<file path="src/rtl/systolic_pkg.sv">
// Shared constants and types for the systolic array sequencer.
package systolic_pkg;

  localparam int N  = 16;
  localparam int DW = 8;
  localparam int AW = 8;

  typedef enum logic [2:0] {
    S_IDLE,
    S_LOAD_W,
    S_SWITCH,
    S_STREAM,
    S_DRAIN
  } ctrl_state_t;

  typedef logic [N-1:0][DW-1:0] vec_t;

endpackage

</file>
<file path="src/rtl/input_skew.sv">
// Triangular input skew: lane i is delayed by i cycles, lane 0 passes straight
// through. Each lane carries its own valid so that stale data reads as zero.
module input_skew
  import systolic_pkg::*;
(
  input  logic clk,
  input  logic rst,
  input  logic i_flush,
  input  logic i_valid,
  input  vec_t i_data,
  output vec_t o_data
);

  for (genvar gi = 0; gi < N; gi++) begin : g_lane
    if (gi == 0) begin : g_pass
      assign o_data[0] = i_valid ? i_data[0] : '0;
    end else begin : g_dly
      logic [DW-1:0] r_d [gi];
      logic [gi-1:0] r_v;

      // Shift this lane's data and valid through its gi-deep delay line.
      always_ff @(posedge clk or negedge rst) begin
        if (!rst) begin
          r_v <= '0;
          for (int unsigned k = 0; k < gi; k++) r_d[k] <= '0;
        end else if (i_flush) begin
          r_v <= '0;
          for (int unsigned k = 0; k < gi; k++) r_d[k] <= '0;
        end else begin
          r_v[0] <= i_valid;
          r_d[0] <= i_data[gi];
          for (int unsigned k = 1; k < gi; k++) begin
            r_v[k] <= r_v[k-1];
            r_d[k] <= r_d[k-1];
          end
        end
      end

      assign o_data[gi] = r_v[gi-1] ? r_d[gi-1] : '0;
    end
  end

endmodule

</file>
<file path="src/rtl/systolic_ctrl.sv">
// Tile sequencer for the weight-stationary systolic array: loads weights
// bottom row first, switches, streams skewed activations and drains results.
module systolic_ctrl
  import systolic_pkg::*;
#(
  parameter int DRAIN_MAX = 255
) (
  input  logic          clk,
  input  logic          rst,
  input  logic          start,
  input  logic          abort,
  input  logic [AW-1:0] num_vecs,
  output logic          busy,
  output logic          done,
  output logic          timeout,
  output logic          w_rd_en,
  output logic [AW-1:0] w_rd_addr,
  input  vec_t          w_rd_data,
  output logic          x_rd_en,
  output logic [AW-1:0] x_rd_addr,
  input  vec_t          x_rd_data,
  output vec_t          sys_weight,
  output logic          sys_new_weight,
  output logic          sys_switch_in,
  output vec_t          sys_input,
  output logic          sys_valid_in,
  input  logic [N-1:0]  sys_valid_out
);

  localparam int WDW = $clog2(DRAIN_MAX + 1);

  ctrl_state_t    r_state;
  logic [AW:0]    r_cnt;
  logic [AW-1:0]  r_nv;
  logic [WDW-1:0] r_wd;
  logic           r_busy, r_done, r_timeout;
  logic           r_w_en, r_w_pass, r_new_w, r_switch;
  logic [AW-1:0]  r_w_addr;
  logic           r_x_en, r_x_vld;
  logic [AW-1:0]  r_x_addr;
  logic           w_flush;
  logic           w_unused_vo;

  assign w_flush     = abort;
  assign w_unused_vo = ^sys_valid_out[N-2:0];

  // Tile sequencer; every strobe is a register updated with the state.
  always_ff @(posedge clk or negedge rst) begin
    if (!rst) begin
      r_state   <= S_IDLE;
      r_cnt     <= '0;
      r_nv      <= '0;
      r_wd      <= '0;
      r_busy    <= 1'b0;
      r_done    <= 1'b0;
      r_timeout <= 1'b0;
      r_w_en    <= 1'b0;
      r_w_pass  <= 1'b0;
      r_new_w   <= 1'b0;
      r_switch  <= 1'b0;
      r_w_addr  <= '0;
      r_x_en    <= 1'b0;
      r_x_vld   <= 1'b0;
      r_x_addr  <= '0;
    end else begin
      r_done    <= 1'b0;
      r_timeout <= 1'b0;
      r_new_w   <= 1'b0;
      r_x_vld   <= r_x_en;
      if (abort) begin
        r_state  <= S_IDLE;
        r_busy   <= 1'b0;
        r_cnt    <= '0;
        r_wd     <= '0;
        r_w_en   <= 1'b0;
        r_w_pass <= 1'b0;
        r_switch <= 1'b0;
        r_w_addr <= '0;
        r_x_en   <= 1'b0;
        r_x_vld  <= 1'b0;
        r_x_addr <= '0;
      end else begin
        case (r_state)
          S_IDLE: begin
            if (start) begin
              if (num_vecs == '0) begin
                r_done <= 1'b1;
              end else begin
                r_nv     <= num_vecs;
                r_state  <= S_LOAD_W;
                r_busy   <= 1'b1;
                r_cnt    <= '0;
                r_w_en   <= 1'b1;
                r_w_addr <= AW'(N - 1);
              end
            end
          end
          S_LOAD_W: begin
            // Reads issue at c=0..N-1, data is forwarded at c=1..N.
            r_cnt   <= r_cnt + 1'b1;
            r_new_w <= (r_cnt == '0);
            if (r_cnt == '0) r_w_pass <= 1'b1;
            if (r_cnt == (AW+1)'(N - 1)) begin
              r_w_en   <= 1'b0;
              r_w_addr <= '0;
            end else if (r_w_en) begin
              r_w_addr <= r_w_addr - 1'b1;
            end
            if (r_cnt == (AW+1)'(N)) begin
              r_state  <= S_SWITCH;
              r_w_pass <= 1'b0;
              r_switch <= 1'b1;
              r_cnt    <= '0;
            end
          end
          S_SWITCH: begin
            r_switch <= 1'b0;
            r_state  <= S_STREAM;
            r_x_en   <= 1'b1;
            r_x_addr <= '0;
            r_cnt    <= '0;
          end
          S_STREAM: begin
            if (r_cnt + 1'b1 == {1'b0, r_nv}) begin
              r_state  <= S_DRAIN;
              r_x_en   <= 1'b0;
              r_x_addr <= '0;
              r_cnt    <= '0;
              r_wd     <= '0;
            end else begin
              r_cnt    <= r_cnt + 1'b1;
              r_x_addr <= r_x_addr + 1'b1;
            end
          end
          S_DRAIN: begin
            if (sys_valid_out[N-1] && (r_cnt + 1'b1 == {1'b0, r_nv})) begin
              r_done  <= 1'b1;
              r_state <= S_IDLE;
              r_busy  <= 1'b0;
              r_cnt   <= '0;
              r_wd    <= '0;
            end else if (r_wd == WDW'(DRAIN_MAX - 1)) begin
              r_done    <= 1'b1;
              r_timeout <= 1'b1;
              r_state   <= S_IDLE;
              r_busy    <= 1'b0;
              r_cnt     <= '0;
              r_wd      <= '0;
            end else begin
              if (sys_valid_out[N-1]) r_cnt <= r_cnt + 1'b1;
              r_wd <= r_wd + 1'b1;
            end
          end
          default: r_state <= S_IDLE;
        endcase
      end
    end
  end

  input_skew u_skew (
    .clk    (clk),
    .rst    (rst),
    .i_flush(w_flush),
    .i_valid(r_x_vld),
    .i_data (x_rd_data),
    .o_data (sys_input)
  );

  assign busy           = r_busy;
  assign done           = r_done;
  assign timeout        = r_timeout;
  assign w_rd_en        = r_w_en;
  assign w_rd_addr      = r_w_addr;
  assign x_rd_en        = r_x_en;
  assign x_rd_addr      = r_x_addr;
  assign sys_weight     = r_w_pass ? w_rd_data : '0;
  assign sys_new_weight = r_new_w;
  assign sys_switch_in  = r_switch;
  assign sys_valid_in   = r_x_vld;

endmodule

</file>
<file path="config.mk">
export PLATFORM = sky130hd
export DESIGN_NAME = systolic_ctrl
export DESIGN_NICKNAME = d
export VERILOG_FILES = /design/src/rtl/systolic_pkg.sv /design/src/rtl/input_skew.sv /design/src/rtl/systolic_ctrl.sv
export SDC_FILE = /design/constraint.sdc
export NUM_CORES = 1
export LEC_CHECK = 0
export CAP_MARGIN = 20
export CELL_PAD_IN_SITES_DETAIL_PLACEMENT = 1
export CELL_PAD_IN_SITES_GLOBAL_PLACEMENT = 1
export CORE_ASPECT_RATIO = 0.9
export CORE_MARGIN = 2
export CORE_UTILIZATION = 30
export DETAILED_ROUTE_END_ITERATION = 10
export PLACE_DENSITY = 0.65
export SETUP_SLACK_MARGIN = 0.2
export SKIP_LAST_GASP = 1
export SYNTH_ARGS = -nofsm -noshare
export SYNTH_HDL_FRONTEND = slang
export SYNTH_SLANG_ARGS = --single-unit
</file>
<file path="constraint.sdc">
create_clock -name clk -period 3.1 [get_ports clk]
set_clock_uncertainty 0.2 [all_clocks]
set_input_delay 0.31 -clock clk [delete_from_list [all_inputs] [get_ports clk]]
set_output_delay 0.31 -clock clk [all_outputs]
set_load 0.03 [all_outputs]
</file>
* After elaboration in Yosys (flattened, before gate mapping)
Cells that the tools add are included.
** Storage, ports and cells
- Bits in registers :: 1133
- Bits of input ports :: 284
- Output and inout port bits :: 280
- Logic and storage cells :: 303
** Operators by class
- Add/subtract/negate cells :: 4
- Eq/ne operators :: 16
- Multiplexer cells :: 109
- Bitwise operators :: 2
- Reductions and logical operators :: 22
** Operators by type and width (number)
- two-way mux 8 bit :: 29
- two-way mux 128 bit :: 1
- two-way mux 120 bit :: 1
- two-way mux 112 bit :: 1
- two-way mux 104 bit :: 1
- two-way mux 96 bit :: 1
- two-way mux 88 bit :: 1
- two-way mux 9 bit :: 9
- two-way mux 80 bit :: 1
- two-way mux 72 bit :: 1
- two-way mux 64 bit :: 1
- two-way mux 56 bit :: 1
- two-way mux 48 bit :: 1
- one-hot mux 8 bit (2 select lines) :: 3
- one-hot mux 9 bit (5 select lines) :: 1
- two-way mux 40 bit :: 1
- two-way mux 32 bit :: 1
- two-way mux 1 bit :: 27
- two-way mux 24 bit :: 1
- two-way mux 3 bit :: 8
- AND reduction 4 bit :: 5
- nonzero test 3 bit :: 6
- adder 8 x 1 -> 8 bit (second input constant) :: 2
- two-way mux 16 bit :: 1
- 34 further kinds :: 48

* Depth between registers and ports, before layout
- Depth after elaboration :: 6
- Mapped depth :: 10

* Hierarchy
Synthesis repeated with hierarchy kept, for this count alone.
** Second synthesis, totals
- Cells, all modules :: 2663
- Area, all modules :: 36053.3 µm²
** Modules (own cells, without submodules)
- input_skew :: instances 1, cells each 2186, area an instance 32039.5 µm²
- systolic_ctrl :: instances 1, cells each 477, area an instance 4013.8 µm²

* Least setup slack after synthesis
Ideal clock, no wire load.
- Path type :: register to register
- Start :: register r_cnt[0]
- End :: register r_cnt[3]
- Arrival :: 2502 ps
- Slack :: 257 ps
- Cell stages (with the launch flop) :: 10
- Buffers on the path :: 1
- Period minus slack after synthesis :: 2843 ps
- Cells stage by stage :: dfrtp_1 -> inv_1 -> ha_1 -> xor2_1 -> or4_1 -> a211oi_4 -> a21oi_2 -> buf_6 -> o311ai_1 -> o211ai_1
** Between the ends
- Longest elaborated chain between the ends :: 6
- Elaborated cells on any way between the ends :: 13
** Ends and longest elaborated chain
- start, declared :: RTL line systolic_ctrl.sv:33 : logic [AW:0] r_cnt;
- start signal, assigned :: RTL line systolic_ctrl.sv:100 : r_cnt <= r_cnt + 1'b1;
- start signal, assigned :: RTL line systolic_ctrl.sv:131 : r_cnt <= r_cnt + 1'b1;
- start signal, assigned :: RTL line systolic_ctrl.sv:150 : if (sys_valid_out[N-1]) r_cnt <= r_cnt + 1'b1;
- adder 9 x 1 -> 9 bit
- == test 9 x 8 -> 1 bit or two-way mux 9 bit (tied branches) :: RTL line systolic_ctrl.sv:124, systolic_ctrl.sv:136, systolic_ctrl.sv:150
- logical AND 1 bit or two-way mux 9 bit (tied branches) :: RTL line systolic_ctrl.sv:136, systolic_ctrl.sv:142
- two-way mux 9 bit :: RTL line systolic_ctrl.sv:136 : if (sys_valid_out[N-1] && (r_cnt + 1'b1 == {1'b0, r_nv})) begin
- one-hot mux 9 bit (5 select lines) :: RTL line systolic_ctrl.sv:83 : case (r_state)
- two-way mux 9 bit :: RTL line systolic_ctrl.sv:70 : if (abort) begin
Several ways; a longest one is shown, not always the timed one. The select of a mux whose other input is x is not followed.
A chain may end at the register's enable or synchronous reset.

* Final worst setup path
- Start :: register r_cnt[1]
- End :: register r_cnt[1]
The elaborated chain is that of the path after synthesis.

==> summary.txt <==
Yosys
  • Post-synth ARST share: between 90% and 100%
  • Synthesized cell area: between 30,000 and 40,000 µm²
  • Synth Net Count: 2,959
  • Commonest cells in the netlist: dfrtp_1, nor2b_1, and2_1
  • Register area share after synthesis: between 70% and 80%
  • Post-synth EDFFs: 0
  • Synth top area share: roughly 72%
  • #FFs+latches synth: roughly 1,000
  • Post-synth cell types: between 60 and 70
  • Synth warn: 0
  • Most instantiated library cell after synthesis: dfrtp_1
  • Syn_area_per_cell: 13.4 µm²
  • Most used DFF post-synth: dfrtp_1
  • Cells after synthesis: 2,669
  • Synth area leaders: dfrtp_1, nor2b_1, and2_1, clkbuf_1, o21ai_0
  • Largest area contributor in the netlist: dfrtp_1

STA
  • Fmax: approximately 350 MHz
  • Max-slew violations: 0
  • RSZ-0062 raised after global routing: true
  • Fin crit share: about nine tenths
  • Final setup vio count: 0
  • Min Tclk post-route: about 2.8 ns
  • Worst Tran Pin Value: 0.991 ns
  • Hold Slack: between 0.06 and 0.07 ns
  • Post-route setup TNS: 0 ns
  • Hold Violations, Final: 0
  • PnR worst setup slack: roughly 0.25 ns
  • Slew margin rel.: between 30% and 40%

Worst hold path
  • Hold_sp: x_rd_data[126]
  • Worst Hold End: u_skew.g_lane[15].g_dly.r_d[118]
  • Hold WC Path Type: primary input to flip-flop
  • Worst Hold Depth: 2

Final layout
  • Final nets: approximately 3,700
  • Fillers: roughly 12,000
  • Register area: ~26,000 µm²
  • Layout Area Growth over Synthesis: 35.4%
  • Final Instance Area: around 48,000 µm²
  • Layout cells sized above 1: under 10%
  • Multi-input logic area: around 9400 µm²

Worst setup path
  • Cells on worst reg2reg path: 9
  • Buf/Inv on CP: 2
  • Reg2Reg Setup Slack: roughly 0.25 ns
  • Worst EP required: between 3 and 4 ns
  • Setup Crit Path Kind: flip-flop to flip-flop
  • Reg2reg start: r_cnt[1]
  • Slowest CP cell: or4_4
  • Crit path cell chain: inv_1 -> ha_4 -> xor2_1 -> or4_4 -> a211oi_4 -> buf_12 -> a21oi_4 -> nor3_1 -> o22ai_1
  • Crit path max fanout: 7
  • Critical path's top delay family: simple AND/OR/NAND/NOR gates
  • CP Data Arrival Time: between 3 and 4 ns
  • Startpoint types: flip-flop
  • FF-to-FF End: r_cnt[1]
  • Slowest stage delay, CP: 0.53 ns
  • CP endpoint kind: flip-flop

Placement
  • GP Congestion: 0.826
  • Dpl cell area: about 43,000 µm²
  • Port buffer count: 548
  • Post-DP HPWL: between 60,000 and 70,000 µm
  • Pre-CTS setup slack: around 0.06 ns

Routing
  • Via count: ~21,000
  • Highest routed layer: met5
  • Number of routed nets with antenna violations: 0
  • Initial DRC Count: roughly 1,000
  • Met3 WL: around 6000 µm
  • DRC violations left: 0
  • Met2 Routed Length: between 40,000 and 50,000 µm
  • First-pass iteration count of the detailed router: 4
  • DR WL/cell: between 15 and 20 µm
  • Vias per std cell: ~4.1
  • Routed wire length: approximately 90,000 µm
  • Met1 WL: 34,200 µm

Floorplan
  • Die H: 331 µm
  • Die area: between 100,000 and 150,000 µm²
  • Io pins: ~560
  • Die width: ~370 µm
  • Num rows: 120
  • Initial core utilization: 30.1%
  • Core area: ~120,000 µm²

Global routing
  • Congestion Overflow GR: 0
  • Initial antenna violation count: 28
  • Number of global-route vias before repair: ~22,000
  • First-pass GRT wire length: roughly 140,000 µm
  • Largest net degree at the start of global routing: between 200 and 250
  • Tot GR Track Use: between 10 and 15%

Clock tree
  • Clk_lat worst skew: 0.71 ns
  • CTS H-tree depth: 3
  • Root buf cell: clkbuf_16
  • Sink Count: just over 1,000
  • CTS max path bufs: 3
  • Clk slew on worst S/H paths: ~0.06 ns
  • CTS buffer count: 108
  • TritonCTS clock tree: yes

Pwr
  • VDD IR max: around 0.43 mV
  • Pwr per Cell Area: roughly 600 nW/µm²
  • Leakage: between 20 and 25 nW
  • Total chip power: 29.5 mW

Outcome
  • Status: finished clean

Flow run
  • Max Cap Viol: 0
==> layout make-up <==
class	count	area share (%)
Antenna cell	20	0.104
Clock buffer	148	6.38
Clock inverter	52	1.27
Inverter	20	0.155
Multi-Input combinational cell	1484	19.5
Sequential cell	1028	53.2
Tap cell	1586	4.10
Timing Repair Buffer	733	15.2
==> how the worst max path moves through the flow <==
stage | startpoint | endpoint | cells after the start
finish | r_cnt[1] | r_cnt[1] | 9
global route | r_cnt[1] | r_cnt[0] | 9
CTS | r_w_pass | sys_weight[73] | 3
detailed placement | r_cnt[0] | r_cnt[0] | 9
global placement | r_cnt[0] | r_wd[2] | 9
floorplan | r_cnt[0] | r_cnt[3] | 9
==> routing by layer <==
layer	track usage (%)	up-vias
li1	-	9675
met1	16.7	10500
met2	25.6	521
met3	4.52	174
met4	7.35	6
met5	0	-
==> flip-flops by register name, indices dropped and copies added, names as in the netlist, 3 cells and up <==
name                     cells
x_rd_addr                    8
r_nv                         8
r_cnt                        9
u_skew.g_lane.g_dly.r_v     15
r_state                      3
w_rd_addr                    8
r_wd                         8
u_skew.g_lane.g_dly.r_d    960
==> where the power goes <==
part,internal [mW],switching [mW]
clock network,7.69,5.46
registers,13.7,0.122
logic,1.07,1.46
total,22.5,7.04
==> cell usage in the layout, fill, tap and decap left out, drive strengths merged, types with 7 or more instances in the layout <==
cell type / synthesis / layout
a21oi: 20 / 20
and2: 258 / 258
and3: 7 / 7
buf: 7 / 69
bufinv: 0 / 8
clkbuf: 130 / 150
clkdlybuf4s50: 0 / 421
clkinv: 0 / 31
dfrtp: 1028 / 1028
diode: 0 / 20
dlygate4sd2: 0 / 118
dlygate4sd3: 0 / 119
inv: 20 / 27
mux2: 9 / 9
nand2: 23 / 23
nand3: 15 / 15
nor2: 29 / 29
nor2b: 980 / 980
nor3: 9 / 9
o21ai: 27 / 27
==> kinds of logic after synthesis <==
family                     count (synthesis)  share of synthesized area (%)
adders and majority gates                  6                          0.210
AOI/OAI and AO/OA                         97                           1.89
buffers and inverters                    157                           1.70
muxes                                     14                          0.424
and+or+nand+nor                         1357                           23.5
xor gates and xnor gates                  10                          0.245
DFF                                     1028                           72.0
==> metrics by stage <==
stage | instances | util (%)
floorplan | 2669 | -
global placement | 4729 | 36.7
detailed placement | 4729 | 36.7
CTS | 5048 | 40.7
global route | 5066 | 40.8
finish | 5071 | 40.8
==> repair_timing <==
action	4_1_cts	5_1_grt
gates cloned	0	0
buffers inserted	1	2
hold buffers	118	1
endpoints found under the hold margin	477	1
setup endpoints to repair	164	36
gates resized for setup	132	20
pin swaps	2	5
Note: power is estimated with default switching activity, not from simulation.
